File: src/rtl/mvm_pkg.sv
// Shared types and constants for the stochastic MVM job sequencer.
package mvm_pkg;

    localparam int unsigned MVM_LANES = 4;
    localparam int unsigned BN_W      = 4;

    typedef enum logic [2:0] {
        ST_IDLE,
        ST_LAUNCH,
        ST_WAIT_BUSY,
        ST_RUN,
        ST_CAPTURE,
        ST_OUT
    } mvm_seq_state_t;

    localparam logic [1:0] ERR_NONE     = 2'd0;
    localparam logic [1:0] ERR_START_TO = 2'd1;
    localparam logic [1:0] ERR_RUN_TO   = 2'd2;

endpackage

File: src/rtl/mvm_sat_acc.sv
// Single-lane signed saturating accumulator: adds a sign-extended BN_W-bit
// lane result, clamps at the ACC_W two's-complement limits instead of wrapping.
module mvm_sat_acc
    import mvm_pkg::*;
#(
    parameter int unsigned ACC_W = 8
) (
    input  logic             i_clk_udc,
    input  logic             i_rst_udc,
    input  logic             clr,
    input  logic             add_en,
    input  logic [BN_W-1:0]  din,
    output logic [ACC_W-1:0] acc
);

    localparam logic [ACC_W-1:0] ACC_MAX = {1'b0, {(ACC_W-1){1'b1}}};
    localparam logic [ACC_W-1:0] ACC_MIN = {1'b1, {(ACC_W-1){1'b0}}};

    logic [ACC_W:0]   sum;
    logic [ACC_W-1:0] acc_next;

    // One guard bit is enough: a BN_W-bit addend can overflow by at most one bit.
    assign sum = {acc[ACC_W-1], acc} + {{(ACC_W+1-BN_W){din[BN_W-1]}}, din};

    // Clamp when the guard bit and the result sign disagree.
    always_comb begin
        acc_next = sum[ACC_W-1:0];
        if (sum[ACC_W] != sum[ACC_W-1]) begin
            acc_next = sum[ACC_W] ? ACC_MIN : ACC_MAX;
        end
    end

    // Accumulator register; clear wins over add.
    always_ff @(posedge i_clk_udc or posedge i_rst_udc) begin
        if (i_rst_udc) begin
            acc <= '0;
        end else if (clr) begin
            acc <= '0;
        end else if (add_en) begin
            acc <= acc_next;
        end
    end

endmodule

File: src/rtl/mvm_job_seq.sv
// Job sequencer for the 4-lane stochastic MVM engine: accepts beats, launches
// the engine, watches busy with timeouts, accumulates lane results and hands
// the sums downstream on the last beat of a job.
module mvm_job_seq
    import mvm_pkg::*;
#(
    parameter int unsigned ACC_W    = 8,
    parameter int unsigned START_TO = 4,
    parameter int unsigned RUN_TO   = 31
) (
    input  logic                         i_clk_udc,
    input  logic                         i_rst_udc,
    input  logic                         i_job_valid,
    output logic                         o_job_ready,
    input  logic [MVM_LANES*BN_W-1:0]    i_job_x,
    input  logic [BN_W-1:0]              i_job_w,
    input  logic                         i_job_last,
    output logic                         o_start_mvm,
    output logic [MVM_LANES*BN_W-1:0]    o_x_mvm,
    output logic [BN_W-1:0]              o_w_mvm,
    input  logic                         i_mvm_busy,
    input  logic [MVM_LANES*BN_W-1:0]    i_wx_result,
    output logic                         o_res_valid,
    input  logic                         i_res_ready,
    output logic [MVM_LANES*ACC_W-1:0]   o_res_acc,
    output logic                         o_err,
    output logic [1:0]                   o_err_code
);

    localparam int unsigned TO_MAX = (START_TO > RUN_TO) ? START_TO : RUN_TO;
    localparam int unsigned TMR_W  = $clog2(TO_MAX + 1);

    mvm_seq_state_t          state;
    logic [TMR_W-1:0]        timer;
    logic [TMR_W-1:0]        timer_inc;
    logic                    last_q;
    logic                    start_hit;
    logic                    run_hit;
    logic                    acc_clr;
    logic                    acc_add;

    // Timeout detection: abort on the START_TO-th / RUN_TO-th waiting sample.
    assign timer_inc = timer + TMR_W'(1);
    assign start_hit = (state == ST_WAIT_BUSY) && !i_mvm_busy && (timer_inc == TMR_W'(START_TO));
    assign run_hit   = (state == ST_RUN) && i_mvm_busy && (timer_inc == TMR_W'(RUN_TO));

    // Accumulator control: sums are dropped on abort and after hand-off.
    assign acc_clr = start_hit || run_hit || ((state == ST_OUT) && i_res_ready);
    assign acc_add = (state == ST_CAPTURE);

    // Per-lane saturating accumulators.
    for (genvar k = 0; k < MVM_LANES; k++) begin : g_lane
        mvm_sat_acc #(
            .ACC_W (ACC_W)
        ) u_acc (
            .i_clk_udc (i_clk_udc),
            .i_rst_udc (i_rst_udc),
            .clr       (acc_clr),
            .add_en    (acc_add),
            .din       (i_wx_result[k*BN_W +: BN_W]),
            .acc       (o_res_acc[k*ACC_W +: ACC_W])
        );
    end

    // Sequencer FSM; every output is set for the state being entered.
    always_ff @(posedge i_clk_udc or posedge i_rst_udc) begin
        if (i_rst_udc) begin
            state       <= ST_IDLE;
            timer       <= '0;
            last_q      <= 1'b0;
            o_job_ready <= 1'b0;
            o_start_mvm <= 1'b0;
            o_x_mvm     <= '0;
            o_w_mvm     <= '0;
            o_res_valid <= 1'b0;
            o_err       <= 1'b0;
            o_err_code  <= ERR_NONE;
        end else begin
            o_start_mvm <= 1'b0;
            o_err       <= 1'b0;
            case (state)
                ST_IDLE: begin
                    if (i_job_valid && o_job_ready) begin
                        o_x_mvm     <= i_job_x;
                        o_w_mvm     <= i_job_w;
                        last_q      <= i_job_last;
                        o_job_ready <= 1'b0;
                        o_start_mvm <= 1'b1;
                        state       <= ST_LAUNCH;
                    end else begin
                        o_job_ready <= 1'b1;
                    end
                end
                ST_LAUNCH: begin
                    timer <= '0;
                    state <= ST_WAIT_BUSY;
                end
                ST_WAIT_BUSY: begin
                    if (i_mvm_busy) begin
                        timer <= '0;
                        state <= ST_RUN;
                    end else if (start_hit) begin
                        timer       <= '0;
                        o_err       <= 1'b1;
                        o_err_code  <= ERR_START_TO;
                        o_job_ready <= 1'b1;
                        state       <= ST_IDLE;
                    end else begin
                        timer <= timer_inc;
                    end
                end
                ST_RUN: begin
                    if (!i_mvm_busy) begin
                        state <= ST_CAPTURE;
                    end else if (run_hit) begin
                        timer       <= '0;
                        o_err       <= 1'b1;
                        o_err_code  <= ERR_RUN_TO;
                        o_job_ready <= 1'b1;
                        state       <= ST_IDLE;
                    end else begin
                        timer <= timer_inc;
                    end
                end
                ST_CAPTURE: begin
                    if (last_q) begin
                        o_res_valid <= 1'b1;
                        state       <= ST_OUT;
                    end else begin
                        o_job_ready <= 1'b1;
                        state       <= ST_IDLE;
                    end
                end
                ST_OUT: begin
                    if (i_res_ready) begin
                        o_res_valid <= 1'b0;
                        o_job_ready <= 1'b1;
                        state       <= ST_IDLE;
                    end
                end
                default: begin
                    o_res_valid <= 1'b0;
                    o_job_ready <= 1'b0;
                    state       <= ST_IDLE;
                end
            endcase
        end
    end

endmodule

File: config.mk
export PLATFORM = sky130hd
export DESIGN_NAME = mvm_job_seq
export DESIGN_NICKNAME = d
export VERILOG_FILES = /design/src/rtl/mvm_pkg.sv /design/src/rtl/mvm_sat_acc.sv /design/src/rtl/mvm_job_seq.sv
export SDC_FILE = /design/constraint.sdc
export NUM_CORES = 1
export LEC_CHECK = 0
export BUFFER_PORTS_ARGS = -buffer_cell sky130_fd_sc_hd__clkbuf_2
export CORE_MARGIN = 5
export CORE_UTILIZATION = 59
export CTS_CLUSTER_SIZE = 28
export DETAILED_ROUTE_END_ITERATION = 7
export HOLD_SLACK_MARGIN = 0.15
export PLACE_DENSITY_LB_ADDON = 0.12
export SLEW_MARGIN = 10
export SYNTH_ARGS = -nofsm -noshare
export SYNTH_HDL_FRONTEND = slang
export SYNTH_SLANG_ARGS = --single-unit
export TNS_END_PERCENT = 20
File: constraint.sdc
create_clock -name i_clk_udc -period 7.6 [get_ports i_clk_udc]
set_input_delay 0.38 -clock i_clk_udc [delete_from_list [all_inputs] [get_ports i_clk_udc]]
set_output_delay 0.38 -clock i_clk_udc [all_outputs]
set_load 0.02 [all_outputs]
# Word-level counts from Yosys, hierarchy flattened
# Index checks and enable logic that the tools add are counted.
# word_totals
out_inout_bits,58
ramBits,0
n_memories,0
in_bits,42
elab_cells,114
reg_bits,67
romBits,0
latch_bits,0
# classes
shift,0
n_bitwise,2
order_cmp,0
n_eq_ne,21
addsub,5
n_reduce_logical,20
n_div,0
mux,52
multipliers,0
# op_table
operator,count
2-to-1 mux 8 bit,16
adder 8 x 4 -> 9 bit,4
2-to-1 mux 3 bit,7
2-to-1 mux 5 bit,4
one-hot mux 3 bit (6 select lines),1
"inequality test 2 bit, second input constant",8
2-to-1 mux 1 bit,15
one-hot mux 5 bit (3 select lines),1
2-to-1 mux 2 bit,4
AND reduction 7 bit,1
"== test 3 x 2 -> 1 bit, second input constant",2
"== test 3 bit, second input constant",2
logical AND 1 bit,6
"inequality test 3 bit, second input constant",2
one-hot mux 1 bit (6 select lines),1
"adder 5 x 1 -> 5 bit, second input constant",1
"== test 5 x 3 -> 1 bit, second input constant",1
"== test 5 bit, second input constant",1
AND reduction 5 bit,1
inequality test 1 bit,4
one-hot mux 2 bit (2 select lines),1
AND reduction 2 bit,2
AND reduction 4 bit,1
nonzero test 2 bit,2
other kinds (10),12

# Depth between registers and ports, before layout
# Gate-level depths: netlist of run 1.
# logic_depth
word_depth,6
ltp_mapped,9
mapped_depth_nobuf,8

# Cells and area by module
# From an unflattened synthesis of run 1, not the netlist that was laid out.
# hier_totals
hier_cells,502
area_unflattened_um2,4843.4
# modules_own_cells
mod,seq_area_each_um2,area_each_um2,n_inst,cells_each
mvm_sat_acc,200.2,779.5,4,87
mvm_job_seq,875.8,1725.4,1,154

# Least setup slack after synthesis of run 1
# OpenSTA, ideal clock, no wires.
# synth_path
path_type,register to register
start,register g_lane[3].u_acc.acc[0]
end,register g_lane[3].u_acc.acc[0]
stages_incl_launch_ff,10
synth_period_minus_slack_ns,2.527
required_time_ns,7.474
setup_time_ns,0.126
t_arrival_ns,2.401
setup_slack_ns,5.073
n_path_buf,1
cell_sequence,dfrtp_1 > ha_1 > fa_1 > a211oi_1 > o21bai_1 > nor2b_1 > o22ai_1 > clkbuf_1 > a21boi_0 > a221o_1
# synth_between
elab_chain_len,5
elab_cells_between_ends,6
classes_between,add/sub (1); eq/ne (1); mux (4)
# synth_lines
element,line,source
"start, declared",mvm_sat_acc.sv:13,output logic [ACC_W-1:0] acc
"start signal, assigned",mvm_sat_acc.sv:40,acc <= acc_next;
adder 8 x 4 -> 9 bit *,mvm_sat_acc.sv:23,"assign sum = {acc[ACC_W-1], acc} + {{(ACC_W+1-BN_W){din[BN_W-1]}}, din};"
2-to-1 mux 8 bit or inequality test 1 bit (tied branches),"mvm_sat_acc.sv:29, mvm_sat_acc.sv:28",
2-to-1 mux 8 bit *,mvm_sat_acc.sv:28,if (sum[ACC_W] != sum[ACC_W-1]) begin
2-to-1 mux 8 bit *,mvm_sat_acc.sv:39,end else if (add_en) begin
2-to-1 mux 8 bit *,mvm_sat_acc.sv:37,end else if (clr) begin
# Every way passes the cells marked *; elsewhere a longest branch is shown, timed or not. The select of a mux whose other input is x is not followed.
# A chain may end at the register's enable or synchronous reset.

# Worst setup path after layout of run 1
# layout_path
start,register g_lane[3].u_acc.acc[0]
end,register g_lane[3].u_acc.acc[2]
# Same word-level chain as after synthesis.

==> key figures, run 1 <==
Status
  • Status: complete, no violations

Setup path
  • Critical Path RT: 7820 ps
  • Buf/Inv on CP: 0
  • Max Fanout on Critical Path: 11
  • Crit-path max cell delay: 600 ps
  • Critical Path AT: 3050 ps
  • Crit path max-delay family: compound AO/OA/AOI/OAI gates
  • Worst path cell trace: ha_1, fa_1, a211oi_1, o21bai_1, nor2b_1, o22ai_1, a21oi_1, a221o_1
  • Critical path's slowest cell: o22ai_1
  • R2R depth: 8
  • Critical Path Sink Type: flip-flop
  • CP Class: reg -> reg
  • CP Launch Type: flip-flop
  • CP Depth: 8

CTS
  • Postcts setup bufs: 0
  • Number of CTS-inserted buffers: 9
  • Post_cts resized: 0
  • Root buf cell: clkbuf_8
  • Worst skew pair latency: 340 ps
  • # clock sinks: 67
  • H-tree levels: 3
  • CTS tree: built
  • CTS clk-pin slew, worst paths: 80 ps
  • Hold Buf Count CTS: 0
  • Clk buf depth: 2

Synth
  • Post-synth EDFFs: 0
  • Synth top area share: 38.8%
  • Mean Syn Cell Area: 10.3 um2
  • Synth Register Bits: 67
  • Post-Syn Area: 4320 um2
  • Post-synth ARST share: 100%
  • Top-count cell post-synth: dfrtp_1
  • Synth cell types: 62
  • Commonest cells post-synth: dfrtp_1, ha_1, a21oi_1, nor2_1, mux2_2
  • Seq/Total Area, Yosys: 38.8%
  • Leading area contributor after synthesis: dfrtp_1
  • Syn nets: 501
  • Synth area leaders: dfrtp_1, ha_1, mux2_2
  • Yosys warns: 0
  • Primary FF master, synth: dfrtp_1
  • Syn Inst Count: 421

Timing
  • Worst relative slew slack: 45.6%
  • Final min period: 2830 ps
  • Worst-margin pin slew: 816 ps
  • Final hold vios: 0
  • RSZ-0062 raised after global routing: no
  • Setup TNS: 0 ps
  • Max-slew violation count: 0
  • Fin Hold WS: 264 ps
  • Setup-failing EPs final: 0
  • Clock skew: 7.99 ps
  • FMAX: 353 MHz
  • Final period util: 37.2%

Placement
  • Dpl cell area: 4890 um2
  • Cells after DPL: 609
  • PortBufs: 99
  • GPL Wtd Cong: 0.835
  • Placed wire-length estimate: 7.32 mm

Pwr
  • Static leakage: 2.47 nW
  • Sequential power share: 29.5%
  • Comb power frac: 57.2%
  • P per Cell Area: 444 nW/um2
  • VDD IR max: 0.206 mV
  • Switch share: 46.2%
  • Pint: 1.22 mW
  • NetSw: 1.05 mW
  • Clock Power Share: 13.3%

Final layout
  • Fin area: 5090 um2
  • Fin cells: 625
  • Share of layout cells above drive strength 1: 28.1%
  • Diode count: 0
  • Fin nets: 601
  • Synthesis-to-finish area growth: 17.9%

Routing
  • Wire length on met1: 4.41 mm
  • DR vias/cell: 5.88
  • Routed vias: 3674
  • Wire length on met3: 574 um
  • DR DRC count: 0
  • Post-DRT Antenna Nets: 0
  • Detail Route met2 WL: 4.62 mm
  • DR iter-0 viols: 168
  • DR WL/cell: 15.5 um
  • DR top layer: met4
  • Pre-antenna DRT Iters: 4
  • Final wirelength: 9.69 mm

Floorplan
  • Die area: 9140 um2
  • Core area: 7180 um2
  • Die Span Y: 95.6 um
  • Die X: 95.6 um
  • Num ports: 100
  • Starting density of the core: 60.2%
  • Row count: 31

GRT
  • Grt total ovfl: 0
  • Antenna violations before repair: 0
  • Largest net degree at the start of global routing: 68
  • Vias in the first global route: 3593
  • GR Util All Layers: 21.9%
  • First-pass GRT wire length: 16.0 mm

Hold path
  • Min-delay worst type: in -> async

Flow run
  • MaxCap Viol Count: 0
[worst min-delay path: cells and delay by family]
| family | cells | cell delay [ps] |
|---|---|---|
| buffers and inverters | 3 | 770 |
[area by class of cell]
type,instances,area (um2)
fillers,570,2080
clock inverters,7,76.3
inverters,15,56.3
clock buffers,9,124
flip-flops and latches,67,1680
multi-input cells,326,2520
well taps,99,124
repair buffers,102,518
[layout by cell type, fill, tap and decap left out, types with 2 or more instances in the layout]
master	instances
buf_4	3
ha_1	34
fa_1	4
a22oi_1	2
o21bai_1	3
nand3_1	9
nand2b_1	11
a211oi_1	9
dfrtp_1	67
a22o_1	5
o21ai_0	20
clkbuf_2	99
nor3_1	11
nor2_1	26
nor2b_1	6
a211o_1	7
mux2_2	22
clkbuf_8	9
a21boi_0	4
a21oi_1	30
a21o_1	10
mux2i_1	3
inv_1	14
o211ai_1	4
and2_1	2
a221oi_1	2
clkinvlp_4	2
a31oi_1	3
o22ai_1	4
o31ai_1	4
nand2_1	18
inv_6	2
a311oi_1	2
xor2_1	13
xnor2_1	10
a221o_1	16
a2111oi_0	2
o21ba_2	2
maj3_1	2
o21a_1	3
[logic make-up after synthesis]
family	count (synthesis)	share of synthesized area (%)
AOI/OAI and AO/OA	141	23.7
xor gates and xnor gates	23	4.66
adders and majority gates	40	12.2
buffers and inverters	28	2.89
DFF	67	38.8
muxes	25	6.43
and+or+nand+nor	97	11.4
[power groups by stage]
| stage | registers [mW] | logic, mW | clock network [mW] |
|---|---|---|---|
| finish | 0.667 | 1.30 | 0.301 |
| global route | 0.691 | 1.44 | 0.321 |
| CTS | 0.667 | 1.30 | 0.308 |
| detailed placement | 0.673 | 1.29 | 0 |
| global placement | 0.665 | 1.25 | 0 |
| floorplan | 0.808 | 0.814 | 0 |
[flip-flops by register name, indices dropped and copies added (netlist names)]
signal            count
g_lane.u_acc.acc     32
o_x_mvm              16
timer                 5
o_w_mvm               4
state                 3
o_err_code            2
last_q                1
o_err                 1
o_job_ready           1
o_res_valid           1
o_start_mvm           1
[worst paths after layout]
path | startpoint | endpoint | slack (ps)
setup / recovery | g_lane[3].u_acc.acc[0] | g_lane[3].u_acc.acc[2] | 4770
hold / removal | i_rst_udc | o_x_mvm[1] | 260
setup reg to reg | g_lane[3].u_acc.acc[0] | g_lane[3].u_acc.acc[2] | 4770
hold reg to reg | o_err_code[1] | o_err_code[1] | 500
max in group asynchronous | i_rst_udc | g_lane[0].u_acc.acc[3] | 6800
min in group i_clk_udc | i_job_x[13] | o_x_mvm[13] | 270
[metrics by stage]
stage / worst slack (ps) / util (%) / total power [mW]
6_report: 4770 / 71.0 / 2.26
4_1_cts: 4790 / 71.0 / 2.27
5_1_grt: 4580 / 71.0 / 2.45
3_5_place_dp: 4720 / 68.2 / 1.97
2_1_floorplan: 5070 / - / 1.62
3_3_place_gp: 4780 / 68.2 / 1.92
[routing by layer]
metal  vias up  global-route usage, %
li1       1806                      -
met5         -                      0
met3         7                   4.03
met1      1761                   28.7
met4         0                   6.40
met2       100                   36.8
No activity file was read; power rests on OpenSTA's default activity.
==> inputs of run 2 (changes only) <==
--- a/config.mk
+++ b/config.mk
@@ -7,7 +7,7 @@
 export LEC_CHECK = 0
 export BUFFER_PORTS_ARGS = -buffer_cell sky130_fd_sc_hd__clkbuf_2
 export CORE_MARGIN = 5
-export CORE_UTILIZATION = 59
+export CORE_UTILIZATION = 55
 export CTS_CLUSTER_SIZE = 28
 export DETAILED_ROUTE_END_ITERATION = 7
 export HOLD_SLACK_MARGIN = 0.15
==> constraint.sdc (replaced) <==
create_clock -name i_clk_udc -period 3 [get_ports i_clk_udc]
set_input_delay 0.15 -clock i_clk_udc [delete_from_list [all_inputs] [get_ports i_clk_udc]]
set_output_delay 0.15 -clock i_clk_udc [all_outputs]
set_load 0.02 [all_outputs]
==> key figures, run 2 (synthesized netlist as in run 1, its figures left out) <==
Status
  • Status: complete, no violations

Pwr
  • Comb power frac: 57.7% (+0.5 points)
  • Clock Power Share: 13.4% (about the same)
  • Sequential power share: 28.9% (-0.6 points)
  • P per Cell Area: 1090 nW/um2 (+140%)
  • NetSw: 2.71 mW (+160%)
  • VDD IR max: 0.516 mV (+150%)
  • Switch share: 46.3% (+0.094 points)
  • Static leakage: 2.60 nW (+5.1%)
  • Pint: 3.14 mW (+160%)

Floorplan
  • Core area: 7690 um2 (+7.1%)
  • Num ports: 100 (unchanged)
  • Die Span Y: 98.6 um (+3.2%)
  • Starting density of the core: 56.2% (-4.0 points)
  • Die area: 9730 um2 (+6.5%)
  • Die X: 98.6 um (+3.2%)
  • Row count: 32 (+3.2%)

Setup path
  • Critical Path AT: 2780 ps (-270 ps)
  • Critical Path Sink Type: flip-flop
  • R2R depth: 7 (-1)
  • Worst path cell trace: ha_1, nor4b_1, nand3_1, o31ai_4, nor2_2, buf_4, a221o_1
  • Critical Path RT: 3220 ps (-4600 ps)
  • Max Fanout on Critical Path: 32 (+21)
  • Worst reg2reg endpoint: g_lane[3].u_acc.acc[3]
  • CP Class: reg -> reg
  • Critical path's slowest cell: nor4b_1
  • CP Launch Type: flip-flop
  • Launch point of the worst reg-to-reg path: timer[0]
  • Crit-path max cell delay: 570 ps (-30 ps)
  • R2R setup slack: 440 ps (-4330 ps)

Final layout
  • Max FFs per register: 32 (unchanged)
  • Filler cells: 600 (+5.3%)
  • Most common cell after layout, fill and taps aside: clkbuf_2
  • Fin cells: 656 (+5.0%)
  • Synthesis-to-finish area growth: 24.3%
  • Top reg by flops: g_lane.u_acc.acc
  • Leading cell types in the layout, fill and taps excluded: clkbuf_2, dfrtp_1, ha_1
  • Fin nets: 629 (+4.7%)
  • Fin area: 5370 um2 (+5.5%)
  • Final Core Density: 69.9% (-1.1 points)
  • Diode count: 0 (unchanged)
  • Share of layout cells above drive strength 1: 27.6% (-0.52 points)
  • Biggest regs: g_lane.u_acc.acc x32, o_x_mvm x16, timer x5

Timing
  • RSZ-0062 raised after global routing: no
  • Setup-failing EPs final: 0 (unchanged)
  • Final period util: 85.3% (+48 points)
  • Worst-margin pin slew: 1030 ps (+211 ps)
  • Worst relative slew slack: 31.5% (-14 points)
  • Setup TNS: 0 ps (unchanged)
  • Clock skew: 15.7 ps (+7.76 ps)
  • Final hold vios: 0 (unchanged)
  • Max-slew violation count: 0 (unchanged)
  • Final min period: 2560 ps (-270 ps)
  • FMAX: 391 MHz (+11%)

GRT
  • First-pass GRT wire length: 17.7 mm (+10%)
  • Vias in the first global route: 3678 (+2.4%)
  • Antenna violations before repair: 0 (unchanged)
  • GR Util All Layers: 21.9% (+0.079 points)
  • Largest net degree at the start of global routing: 48 (-29%)
  • Grt total ovfl: 0 (unchanged)

Hold path
  • Hold endpoint: g_lane[0].u_acc.acc[0]
  • Hold path depth: 3
  • Min-delay src: i_wx_result[0]
  • Min-delay worst type: in -> reg

Routing
  • Pre-antenna DRT Iters: 5 (+1)
  • Post-DRT Antenna Nets: 0 (unchanged)
  • DR iter-0 viols: 190 (+13%)
  • DR vias/cell: 5.81 (-1.1%)
  • DR DRC count: 0 (unchanged)
  • DR WL/cell: 15.9 um (+2.2%)
  • Final wirelength: 10.4 mm (+7.3%)
  • Routed vias: 3812 (+3.8%)

CTS
  • Clk buf depth: 2 (unchanged)
  • Number of CTS-inserted buffers: 9 (unchanged)
  • CTS tree: built
  • H-tree levels: 3 (unchanged)
  • CTS clk-pin slew, worst paths: 80 ps (about the same)
  • Post_cts resized: 0 (unchanged)
  • Worst skew pair latency: 350 ps (about the same)
  • Root buf cell: clkbuf_8
  • # clock sinks: 67 (unchanged)

Placement
  • GPL Wtd Cong: 0.960 (+15%)
  • Placed wire-length estimate: 7.40 mm (+0.98%)
  • Cells after DPL: 617 (+1.3%)
  • Dpl cell area: 4940 um2 (+0.84%)
  • PortBufs: 99 (unchanged)

Flow run
  • MaxCap Viol Count: 0 (unchanged)
[run 2: cell types whose count changed in the layout (fill, tap and decap cells not counted), sizes merged]
cell | before | now
clkinvlp | 2 | 1
buf | 3 | 8
dlygate4sd3 | 0 | 23
inv | 17 | 18
[run 2: worst max-delay path, delay by kind of cell (launching register included)]
| family | cells | cell delay (ps) |
|---|---|---|
| adders and majority gates | 1 | 260 |
| buffers and inverters | 1 | 230 |
| and+or+nand+nor | 3 | 950 |
| AOI/OAI and AO/OA | 2 | 540 |
| DFF | 1 | 440 |
[run 2: worst max-delay path by stage]
| stage | startpoint | end | slack [ps] | cells after the start |
|---|---|---|---|---|
| 2_1_floorplan | g_lane[3].u_acc.acc[0] | g_lane[3].u_acc.acc[0] | 470 | 9 |
| 3_5_place_dp | timer[0] | g_lane[2].u_acc.acc[2] | 480 | 7 |
| 3_3_place_gp | g_lane[1].u_acc.acc[1] | g_lane[1].u_acc.acc[2] | 530 | 7 |
| 6_report | timer[0] | g_lane[3].u_acc.acc[3] | 440 | 7 |
| 5_1_grt | timer[0] | g_lane[3].u_acc.acc[2] | 140 | 7 |
| 4_1_cts | timer[0] | g_lane[2].u_acc.acc[2] | 460 | 7 |
[run 2: repair_timing]
action / CTS / global route
hold endpoints to repair: 67 / 0
hold buffers: 23 / 0
setup buffers: 0 / 0
[run 2: per-stage QoR]
step                      setup slack, ps  power [mW]  hold WS, ps
after floorplan                       473        4.11          302
after global placement                527        4.92          383
after detailed placement              479        5.01          387
after CTS                             463        5.83          160
after global routing                  143        6.32          154
final                                 441        5.84          169
[run 2: layout make-up]
type                            instances  area, um2  share of cell area (%)
Multi-Input combinational cell        326       2520                    46.9
Inverter                               15       56.3                    1.05
Clock buffer                            9        124                    2.31
Timing Repair Buffer                  130        786                    14.6
Sequential cell                        67       1680                    31.2
Tap cell                              102        128                    2.37
Clock inverter                          7       83.8                    1.56
[run 2: power by group through the flow]
stage,clock network (mW),logic (mW),registers [mW]
finish,0.781,3.37,1.69
global route,0.834,3.73,1.75
CTS,0.790,3.36,1.68
detailed placement,0,3.32,1.69
global placement,0,3.24,1.68
floorplan,0,2.06,2.05
[run 2: per-layer routing]
layer	wire, um	track usage (%)
met5	0	0
met4	104	6.30
met3	553	3.68
met2	5000	36.1
met1	4740	30.0
==> inputs of run 3 (changes only) <==
--- a/config.mk
+++ b/config.mk
@@ -11,7 +11,8 @@
 export CTS_CLUSTER_SIZE = 28
 export DETAILED_ROUTE_END_ITERATION = 7
 export HOLD_SLACK_MARGIN = 0.15
-export PLACE_DENSITY_LB_ADDON = 0.12
+export MAX_ROUTING_LAYER = met4
+export PLACE_DENSITY_LB_ADDON = 0.08
 export SLEW_MARGIN = 10
 export SYNTH_ARGS = -nofsm -noshare
 export SYNTH_HDL_FRONTEND = slang
==> key figures, run 3 (synthesized netlist as in run 1, its figures left out) <==
Status
  • Status: complete, no violations

Floorplan
  • Die Span Y: 98.6 um (unchanged)
  • Core area: 7690 um2 (unchanged)
  • Die area: 9730 um2 (unchanged)
  • Row count: 32 (unchanged)
  • Num ports: 100 (unchanged)
  • Die X: 98.6 um (unchanged)
  • Starting density of the core: 56.2% (unchanged)

CTS
  • Post_cts resized: 0 (unchanged)
  • CTS tree: built
  • Worst skew pair latency: 350 ps (about the same)
  • CTS clk-pin slew, worst paths: 70 ps (about the same)
  • Root buf cell: clkbuf_8
  • Number of CTS-inserted buffers: 9 (unchanged)
  • H-tree levels: 3 (unchanged)
  • # clock sinks: 67 (unchanged)
  • Clk buf depth: 2 (unchanged)

Final layout
  • Share of layout cells above drive strength 1: 27.4% (-0.23 points)
  • Diode count: 0 (unchanged)
  • Biggest regs: g_lane.u_acc.acc x32, o_x_mvm x16, timer x5
  • Fin cells: 657 (+0.15%)
  • Fin area: 5400 um2 (+0.47%)
  • Fin nets: 630 (+0.16%)
  • Top reg by flops: g_lane.u_acc.acc
  • Leading cell types in the layout, fill and taps excluded: clkbuf_2, dfrtp_1, ha_1
  • Synthesis-to-finish area growth: 24.9%
  • Max FFs per register: 32 (unchanged)
  • Most common cell after layout, fill and taps aside: clkbuf_2

Setup path
  • CP Launch Type: flip-flop
  • Critical Path AT: 2840 ps (+60 ps)
  • Launch point of the worst reg-to-reg path: g_lane[1].u_acc.acc[1]
  • Critical Path Sink Type: flip-flop
  • CP Class: reg -> reg
  • Worst reg2reg endpoint: g_lane[1].u_acc.acc[2]
  • Worst path cell trace: ha_1, a21oi_1, o211ai_1, o41ai_1, xor2_1, nor2_1, a221o_1
  • CP Depth: 7 (unchanged)
  • Buf/Inv on CP: 0 (-1)
  • R2R depth: 7 (unchanged)
  • R2R setup slack: 390 ps (-50 ps)
  • Crit path max-delay family: compound AO/OA/AOI/OAI gates
  • Critical path's slowest cell: o41ai_1
  • Critical Path RT: 3230 ps (about the same)
  • Crit-path max cell delay: 530 ps (-40 ps)
  • Max Fanout on Critical Path: 7 (-78%)

Timing
  • Final min period: 2610 ps (+50.8 ps)
  • Worst relative slew slack: 57.3% (+26 points)
  • Max-slew violation count: 0 (unchanged)
  • FMAX: 383 MHz (-1.9%)
  • RSZ-0062 raised after global routing: no
  • Clock skew: 9.14 ps (-6.60 ps)
  • Worst-margin pin slew: 634 ps (-393 ps)
  • Final hold vios: 0 (unchanged)
  • Setup TNS: 0 ps (unchanged)
  • Setup-failing EPs final: 0 (unchanged)
  • Final period util: 87.0% (+1.7 points)

Routing
  • Pre-antenna DRT Iters: 4 (-1)
  • Post-DRT Antenna Nets: 0 (unchanged)
  • Final wirelength: 10.3 mm (-1.1%)
  • DR vias/cell: 5.69 (-2.1%)
  • DR WL/cell: 15.7 um (-1.2%)
  • DR DRC count: 0 (unchanged)
  • DR iter-0 viols: 153 (-19%)
  • Routed vias: 3739 (-1.9%)

Placement
  • GPL Wtd Cong: 0.907 (-5.5%)
  • Placed wire-length estimate: 7.39 mm (-0.13%)
  • Cells after DPL: 616 (-0.16%)
  • Dpl cell area: 4940 um2 (+0.10%)
  • PortBufs: 99 (unchanged)

Pwr
  • Static leakage: 2.61 nW (+0.31%)
  • P per Cell Area: 1080 nW/um2 (-0.73%)
  • VDD IR max: 0.575 mV (+11%)

Flow run
  • MaxCap Viol Count: 0 (unchanged)

Hold path
  • Min-delay src: i_wx_result[8]
  • Hold endpoint: g_lane[2].u_acc.acc[0]
  • Min-delay worst type: in -> reg
  • Hold path depth: 4 (+1)

GRT
  • Antenna violations before repair: 0 (unchanged)
  • GR Util All Layers: 22.5% (+0.52 points)
  • Vias in the first global route: 3802 (+3.4%)
  • Largest net degree at the start of global routing: 64 (+33%)
  • First-pass GRT wire length: 17.7 mm (unchanged)
  • Grt total ovfl: 0 (unchanged)
-- run 3: changes by cell type in the layout (fill, tap and decap cells not counted), sizes merged --
cell and change:
dlygate4sd3 +2, buf -1
-- run 3: worst max path at each step --
stage / startpoint / to / slack (ps)
detailed placement: g_lane[1].u_acc.acc[1] / g_lane[1].u_acc.acc[2] / 450
CTS: i_wx_result[0] / g_lane[0].u_acc.acc[2] / 430
global placement: g_lane[1].u_acc.acc[1] / g_lane[1].u_acc.acc[2] / 510
floorplan: g_lane[3].u_acc.acc[0] / g_lane[3].u_acc.acc[0] / 470
finish: g_lane[1].u_acc.acc[1] / g_lane[1].u_acc.acc[2] / 390
global route: g_lane[1].u_acc.acc[1] / g_lane[1].u_acc.acc[2] / 230
-- run 3: what timing repair did --
item / CTS / global route
hold buffers: 25 / 0
setup buffers: 0 / 0
endpoints found under the hold margin: 91 / 0
-- run 3: worst register-to-register path: stages, from the launching register on --
cell,delay (ps)
dfrtp_1,430
ha_1,290
a21oi_1,220
o211ai_1,170
o41ai_1,530
xor2_1,430
nor2_1,110
a221o_1,330
-- run 3: metal layers --
metal	global-route usage (%)	share of wire (%)	vias up
li1	-	-	1851
met3	4.88	4.8	15
met1	27.9	45	1771
met4	7.14	1.3	0
met2	36.7	49	102
met5	-	0	-
-- run 3: final cells by class --
| type | instances | area, um2 |
|---|---|---|
| fillers | 585 | 2290 |
| clock inverters | 7 | 83.8 |
| inverters | 15 | 56.3 |
| flip-flops and latches | 67 | 1680 |
| repair buffers | 131 | 811 |
| multi-input cells | 326 | 2520 |
| well taps | 102 | 128 |
| clock buffers | 9 | 124 |
-- run 3: power by group --
part	internal [mW]	switching [mW]	leakage [nW]	total, mW
Clock	0.398	0.381	0.102	0.779
Combinational	1.43	1.93	1.68	3.36
Sequential	1.31	0.374	0.826	1.69
-- run 3: metrics by stage --
step	utilization (%)	hold WS [ps]	total power [mW]	worst slack, ps
finish	70.2	206	5.83	390
global route	70.2	223	6.31	235
CTS	70.2	185	5.85	435
detailed placement	64.3	32.6	5.01	446
global placement	64.3	34.5	4.90	511
floorplan	-	302	4.11	473
